File: config.mk
export PLATFORM = sky130hd
export DESIGN_NAME = cmp_branch_unit
export DESIGN_NICKNAME = d
export VERILOG_FILES = /design/src/rtl/cpu_pkg.sv /design/src/rtl/flag_reg.sv /design/src/rtl/cmp_branch_unit.sv
export SDC_FILE = /design/constraint.sdc
export NUM_CORES = 1
export LEC_CHECK = 0
export ABC_AREA = 1
export CELL_PAD_IN_SITES_DETAIL_PLACEMENT = 0
export CELL_PAD_IN_SITES_GLOBAL_PLACEMENT = 1
export CORE_MARGIN = 2
export CORE_UTILIZATION = 26
export DETAILED_ROUTE_END_ITERATION = 7
export PLACE_DENSITY = 0.74
export SYNTH_ARGS = -nofsm -noshare
export SYNTH_HDL_FRONTEND = slang
export SYNTH_SLANG_ARGS = --single-unit
File: constraint.sdc
create_clock -name clk -period 1.12 [get_ports clk]
set_input_delay 0.28 -clock clk [delete_from_list [all_inputs] [get_ports clk]]
set_output_delay 0.28 -clock clk [all_outputs]
set_load 0.005 [all_outputs]
File: src/rtl/cpu_pkg.sv
// Shared datapath definitions: flag bit positions, branch condition masks
// and the branch FSM state type.
package cpu_pkg;

  localparam int FLAG_GT = 2;
  localparam int FLAG_EQ = 1;
  localparam int FLAG_LT = 0;

  localparam logic [2:0] COND_EQ = 3'b010;
  localparam logic [2:0] COND_NE = 3'b101;
  localparam logic [2:0] COND_LT = 3'b001;
  localparam logic [2:0] COND_GE = 3'b110;
  localparam logic [2:0] COND_GT = 3'b100;
  localparam logic [2:0] COND_LE = 3'b011;
  localparam logic [2:0] COND_AL = 3'b111;
  localparam logic [2:0] COND_NV = 3'b000;

  typedef enum logic [1:0] {
    IDLE = 2'd0,
    EVAL = 2'd1,
    LOAD = 2'd2
  } br_state_t;

  // Exactly one bit set: odd parity with the all-ones case excluded.
  function automatic logic is_one_hot(input logic [2:0] v);
    return (v[FLAG_GT] ^ v[FLAG_EQ] ^ v[FLAG_LT]) &
           ~(v[FLAG_GT] & v[FLAG_EQ] & v[FLAG_LT]);
  endfunction

endpackage

File: src/rtl/flag_reg.sv
// Compare-flag register: latches one-hot comparator results and raises a
// sticky error when a malformed result is written.
module flag_reg
  import cpu_pkg::*;
#(
  parameter logic [2:0] FLAG_RST = 3'b010
) (
  input  logic       clk,
  input  logic       rst,
  input  logic [2:0] cmp,
  input  logic       cmp_we,
  output logic [2:0] flags,
  output logic       flag_err
);

  // A bad write leaves the flags untouched so later branches still see the
  // last legal compare result.
  always_ff @(posedge clk) begin
    if (rst) begin
      flags    <= FLAG_RST;
      flag_err <= 1'b0;
    end else if (cmp_we) begin
      if (is_one_hot(cmp)) begin
        flags <= cmp;
      end else begin
        flag_err <= 1'b1;
      end
    end
  end

endmodule

File: src/rtl/cmp_branch_unit.sv
// Branch resolution unit: evaluates a condition mask against the latched
// compare flags and performs the PC-load handshake with the fetch stage.
module cmp_branch_unit
  import cpu_pkg::*;
#(
  parameter int         PC_W     = 8,
  parameter logic [2:0] FLAG_RST = 3'b010
) (
  input  logic            clk,
  input  logic            rst,
  input  logic [2:0]      cmp,
  input  logic            cmp_we,
  input  logic            br_valid,
  input  logic [2:0]      br_cond,
  input  logic [PC_W-1:0] br_target,
  input  logic            pc_ready,
  output logic [2:0]      flags,
  output logic            flag_err,
  output logic            br_busy,
  output logic            pc_load,
  output logic [PC_W-1:0] pc_target,
  output logic            br_done,
  output logic            br_taken
);

  br_state_t  state;
  logic [2:0] cond_q;

  flag_reg #(
    .FLAG_RST(FLAG_RST)
  ) u_flag_reg (
    .clk     (clk),
    .rst     (rst),
    .cmp     (cmp),
    .cmp_we  (cmp_we),
    .flags   (flags),
    .flag_err(flag_err)
  );

  assign br_busy = (state != IDLE);

  // EVAL reads the registered flags, so a compare retiring alongside the
  // branch request is seen, while one retiring during EVAL is not.
  always_ff @(posedge clk) begin
    if (rst) begin
      state     <= IDLE;
      cond_q    <= '0;
      pc_load   <= 1'b0;
      pc_target <= '0;
      br_done   <= 1'b0;
      br_taken  <= 1'b0;
    end else begin
      br_done  <= 1'b0;
      br_taken <= 1'b0;
      case (state)
        IDLE: begin
          if (br_valid) begin
            cond_q    <= br_cond;
            pc_target <= br_target;
            state     <= EVAL;
          end
        end
        EVAL: begin
          if (|(flags & cond_q)) begin
            pc_load <= 1'b1;
            state   <= LOAD;
          end else begin
            br_done <= 1'b1;
            state   <= IDLE;
          end
        end
        LOAD: begin
          if (pc_ready) begin
            pc_load  <= 1'b0;
            br_done  <= 1'b1;
            br_taken <= 1'b1;
            state    <= IDLE;
          end
        end
        default: state <= IDLE;
      endcase
    end
  end

endmodule

# [Word-level counts from Yosys, hierarchy flattened]
# Index checks and enable logic that the tools add are counted.
[op_classes] n_eq_ne=5 muxes=10 n_bitwise=9 reduce_logical=10
[ops] op="2-bit AND reduction" count=4
[ops] op="2-bit two-way mux" count=3
[ops] op="2-bit != test, second input constant" count=3
[ops] op="2-bit one-hot mux with 3 select lines" count=1
[ops] op="1-bit two-way mux" count=4
[ops] op="1-bit one-hot mux with 2 select lines" count=2
[ops] op="2-bit nonzero test" count=2
[ops] op="1-bit AND" count=3
[ops] op="3-bit AND" count=1
[ops] op="1-bit NOT" count=3
[ops] op="3-bit AND reduction" count=1
[ops] op="3-bit OR reduction" count=1
[ops] op="2-bit by 1-bit == test with 1-bit output, second input constant" count=1
[ops] op="2-bit == test, second input constant" count=1
[ops] op="2-bit zero test" count=1
[ops] op="2-bit OR reduction" count=1
[ops] op="1-bit bitwise XOR" count=2
[word_totals] reg_bits=20 input_bits=19 output_inout_bits=16 word_cells=42

# [Depth between registers and ports, before layout]
# Gate-level depths: netlist of run 1.
[depth] word_depth=6 depth_mapped=8 depth_no_buf=8

# [By module]
# From an unflattened synthesis of run 1, not the netlist that was laid out.
[hier_totals] cells_unflattened=117 hier_area_um2=894.6
[modules_own_cells] module="cmp_branch_unit" n_inst=1 cells_each=88 area_each_um2=679.4 seq_area_each_um2=320.3
[modules_own_cells] module="flag_reg" n_inst=1 cells_each=29 area_each_um2=215.2 seq_area_each_um2=80.1

# [Worst setup path before layout of run 1]
# Ideal clock, no wire load.
[synth_path] path_type="input -> register" startpoint="input port cmp[1]" endpoint="register u_flag_reg.flags[2]" setup_ns=0.112 arrival_time_ns=1.070 required_ns=1.008 path_slack_ns=-0.061 stages=7 path_buffers=0 path_cell_list="ha_1 -> inv_1 -> or2_4 -> nand2_4 -> nand2_4 -> o21ai_2 -> nor2_2"
[synth_between] elab_chain_cells=5 word_cells_on_any_way=7 cone_classes="6 x bitwise; 1 x reduce/logical"
[synth_lines] element="start: declaration" line_no="cmp_branch_unit.sv:11" rtl="input logic [2:0] cmp,"
[synth_lines] element="1-bit AND (2 in series)" line_no="cpu_pkg.sv:27" rtl="~(v[FLAG_GT] & v[FLAG_EQ] & v[FLAG_LT]);"
[synth_lines] element="1-bit NOT" line_no="cpu_pkg.sv:27"
[synth_lines] element="1-bit AND *" line_no="cpu_pkg.sv:26" rtl="return (v[FLAG_GT] ^ v[FLAG_EQ] ^ v[FLAG_LT]) &"
[synth_lines] element="2-bit AND reduction (no line) *"
[synth_lines] element="end signal: assignment" line_no="flag_reg.sv:24" rtl="flags <= cmp;"
[synth_lines] element="end: declaration" line_no="flag_reg.sv:12" rtl="output logic [2:0] flags,"
# Every way passes the cells marked *; elsewhere a longest branch is shown, timed or not.
# A chain may end at the register's enable or synchronous reset.

# [Worst setup path after layout of run 1]
[layout_path] startpoint="register state[0]" endpoint="output port br_busy"
[layout_between] elab_chain_cells=1
[layout_lines] element="start: declaration" line_no="cmp_branch_unit.sv:26" rtl="br_state_t state;"
[layout_lines] element="start signal: assignment" line_no="cmp_branch_unit.sv:46" rtl="state <= IDLE;"
[layout_lines] element="start signal: assignment" line_no="cmp_branch_unit.sv:60" rtl="state <= EVAL;"
[layout_lines] element="start signal: assignment" line_no="cmp_branch_unit.sv:66" rtl="state <= LOAD;"
[layout_lines] element="2-bit nonzero test" line_no="cmp_branch_unit.sv:40" rtl="assign br_busy = (state != IDLE);"
[layout_lines] element="end: declaration" line_no="cmp_branch_unit.sv:19" rtl="output logic br_busy,"
# No other way between the ends.

==> results of run 1 <==
## through the flow
step	area (µm²)	setup WS [ps]	total power [mW]	instances	TNS, ps
after floorplan	867	-35.3	1.02	111	-35.3
after global placement	1340	-565	1.27	198	-5580
after detailed placement	1340	-590	1.28	198	-5910
after CTS	1420	-174	1.91	206	-388
after global routing	1510	-193	2.05	209	-1030
final	1510	-163	1.95	209	-476
## layout by cell type, fill, tap and decap left out, drive strengths merged
master / synthesis / routed
nand3b: 1 / 1
nand4: 1 / 1
a21oi: 5 / 5
dfxtp: 20 / 20
buf: 2 / 35
inv: 10 / 10
bufinv: 0 / 1
or2: 1 / 1
clkinv: 1 / 1
o22ai: 1 / 1
clkdlybuf4s50: 0 / 16
clkbuf: 1 / 5
o21ai: 13 / 13
nand3: 4 / 4
nand2: 19 / 19
ha: 5 / 5
nor2: 27 / 27
## metal layers
layer	GRT usage, %	vias to the layer above
met3	2.10	4
met5	0	-
met2	21.3	19
met4	7.29	0
li1	-	466
met1	15.6	408
## state kept, by name (all words and copies together), names as in the netlist
name and flops:
pc_target 8, cond_q 3, u_flag_reg.flags 3, state 2
br_done 1, br_taken 1, pc_load 1, u_flag_reg.flag_err 1
## worst max-delay path by stage
stage                                      from                          endpoint  slack (ps)
after detailed placement                 cmp[1]  u_flag_reg.flags[2]$_SDFFE_PP0P_        -590
after floorplan                          cmp[2]  u_flag_reg.flags[2]$_SDFFE_PP0P_         -40
after global placement                   cmp[1]  u_flag_reg.flags[2]$_SDFFE_PP0P_        -560
after global routing      state[0]$_SDFFE_PP0P_                           br_busy        -190
after CTS                 state[0]$_SDFFE_PP0P_                           br_busy        -170
final                     state[0]$_SDFFE_PP0P_                           br_busy        -160
## power groups by stage
stage,registers [mW],clock network [mW],logic (mW)
3_5_place_dp,0.823,0,0.456
4_1_cts,0.815,0.613,0.478
3_3_place_gp,0.821,0,0.448
5_1_grt,0.824,0.630,0.598
2_1_floorplan,0.828,0,0.192
6_report,0.817,0.597,0.540
## area by class of cell
type | count | area [µm²] | share of cell area (%)
Clock buffer | 3 | 22.5 | 1.49
Clock inverter | 1 | 30.0 | 1.99
Inverter | 11 | 47.5 | 3.15
Multi-Input combinational cell | 77 | 523 | 34.7
Sequential cell | 20 | 419 | 27.8
Tap cell | 44 | 55.1 | 3.65
Timing Repair Buffer | 53 | 410 | 27.2
## worst reg2reg max path: stages (launching register included)
cell and delay, ps:
dfxtp_2 340, inv_2 70, buf_4 130, ha_4 150
inv_4 40, o22ai_4 170, inv_2 60, nor2_1 90
nor2_1 50
## kinds of logic (layout without fill, tap and decap cells)
kind of cell | count (synthesis) | in the layout
and+or+nand+nor | 53 | 53
AOI/OAI and AO/OA | 19 | 19
adders and majority gates | 5 | 5
buffers and inverters | 14 | 68
DFF | 20 | 20
## what timing repair did
action | 4_1_cts | 5_1_grt
pin swaps | 4 | 11
cloned | 1 | 0
gates resized for setup | 112 | 23
setup endpoints to repair | 34 | 18
setup buffers | 4 | 5
==> reports/qor.yml, run 1 <==
run_status:
  status: "finished, violations left"
  violations: "negative setup slack"
timing:
  rsz0062_at_grt: "yes"
  final_hold_viol_count: 0
  setup_ws_ps: -163
  worst_pin_slew_ps: 351
  holdWs_ps: 250
  skew_ps: 4.92
  maxSlewHeadroom_pct: 76.6
  final.min_clock_period_ps: 1280
  period_share_pct: 115
  maxSlewViolCount: 0
  setup_viol: 7
  clock.fmax_mhz: 779
synthesis:
  yosysWarnings: 0
  yosysMostFrequentCell: "nor2_1"
  syn_inst: 111
  synth_area_um2: 855
  synthSimpleGateAreaFrac_pct: 27.5
  synth_xor_area_share_pct: 0
  avgSynthCellArea_um2: 7.70
  synth-adder-area-share_pct: 7.32
  yosys.area.top_type: "dfxtp_1"
  synth-edff-count: 0
  synth_top_family_by_area: "simple AND/OR/NAND/NOR gates"
  seq_area_frac_synth_pct: 46.9
  synth_compound_area_share_pct: 11.7
  synthMuxAreaShare_pct: 0
  netlist_top_cells_area: "dfxtp_1, nor2_1, nand2_1"
  ys_types: 20
  synth_ff_type: "dfxtp_1"
  synth.top_cell.area_share_pct: 46.9
  synth_fp_nets: 135
  async_flop_share_pct: 0
  synth_common_cells: "nor2_1, dfxtp_1, nand2_1"
  synth-seq-cells: 20
clock_network:
  ctsLongestPathBuffers: 2
  clkSinkCount: 20
  cts_made_buffers: 3
  hold_buffers: 0
  clock_latency_ps: 310
  cts_max_level: 1
  cts_root_buffer: "clkbuf_4"
  clk_pin_slew_worst_paths_ps: 120
  cts_tree: "yes"
drt:
  dr.pass1.iters: 2
  wl_met3_um: 87
  dr_wl_met2_um: 1060
  drt-initial-drc-count: 25
  viasPerCell: 4.29
  vias: 897
  wl_met1_um: 1060
  wl_um: 2250
  wl_per_cell_um: 10.8
  final_antenna_net_count: 0
  highest_layer: "met4"
  drcViolationCount: 0
placed_design:
  dp_hpwl_um: 1570
  gp_congestion: 0.712
  port_buffers: 34
global_routing:
  grt_pass1_vias: 867
  grt_pass1_wl_um: 3530
  overflow: 0
  grt_use_total_pct: 12.8
  grt_start_max_net_pins: 16
  antenna_found_initial: 0
finish:
  post-route-util_pct: 49.0
  fillCellCount: 312
  drive_gt1_share_pct: 56.4
  nets: 190
  diodes: 0
  syn2layout_area_growth_pct: 76.4
worst_setup_path:
  cp.required_ps: 840
  reg2reg_depth: 8
  crit_family: "flip-flops"
  cp_num_buf_inv: 3
  r2r-end: "state[0]$_SDFFE_PP0P_"
  setup.worst_path.start_class: "flop"
  critical_path_class: "flop to primary output"
  r2r_setup_slack_ps: -100
  path_max_fanout: 2
  arrival_ps: 1000
  path_depth: 4
  crit_path_max_incr_delay_ps: 350
  crit_path_frequent_cell: "inv_2"
  crit_chain: "inv_2, ha_4, inv_2, buf_6"
  reg2reg_from: "state[0]$_SDFFE_PP0P_"
  cpMaxStageDelayCell: "dfxtp_2"
  cp-end-kind: "primary output"
floorplanning:
  io_pins: 35
  coreArea_mm2: 0.00308
  fp-row-count: 20
  die_width_um: 61.3
  dieArea_mm2: 0.00376
  start_util_pct: 27.8
  fp.dieH_um: 61.3
job:
  cap_violations: 0
hold_path:
  worst_hold_path.endpoint: "u_flag_reg.flags[1]$_SDFFE_PP1P_"
  worstHoldPathType: "input port to flop"
  holdCritStartpoint: "cmp[1]"
  hold_path_depth: 3
power:
  power_frac_seq_pct: 41.8
  p_int_mw: 1.43
  p_switching_mw: 0.522
  total_leakage_power_nw: 0.677
  vdd_ir_drop_max_mv: 0.619
  p_per_area_mw_per_mm2: 1300
  combPwrFrac_pct: 27.7
  p_clk_share_pct: 30.5
  swShare_pct: 26.7
No activity file was read; power rests on OpenSTA's default activity.
==> inputs of run 2 (changes only) <==
--- a/config.mk
+++ b/config.mk
@@ -6,6 +6,8 @@
 export NUM_CORES = 1
 export LEC_CHECK = 0
 export ABC_AREA = 1
+export ABC_CLOCK_PERIOD_IN_PS = 1120
+export CAP_MARGIN = 20
 export CELL_PAD_IN_SITES_DETAIL_PLACEMENT = 0
 export CELL_PAD_IN_SITES_GLOBAL_PLACEMENT = 1
 export CORE_MARGIN = 2
==> results of run 2 <==
Final layout, timing and power as in run 1 (identical DEF).
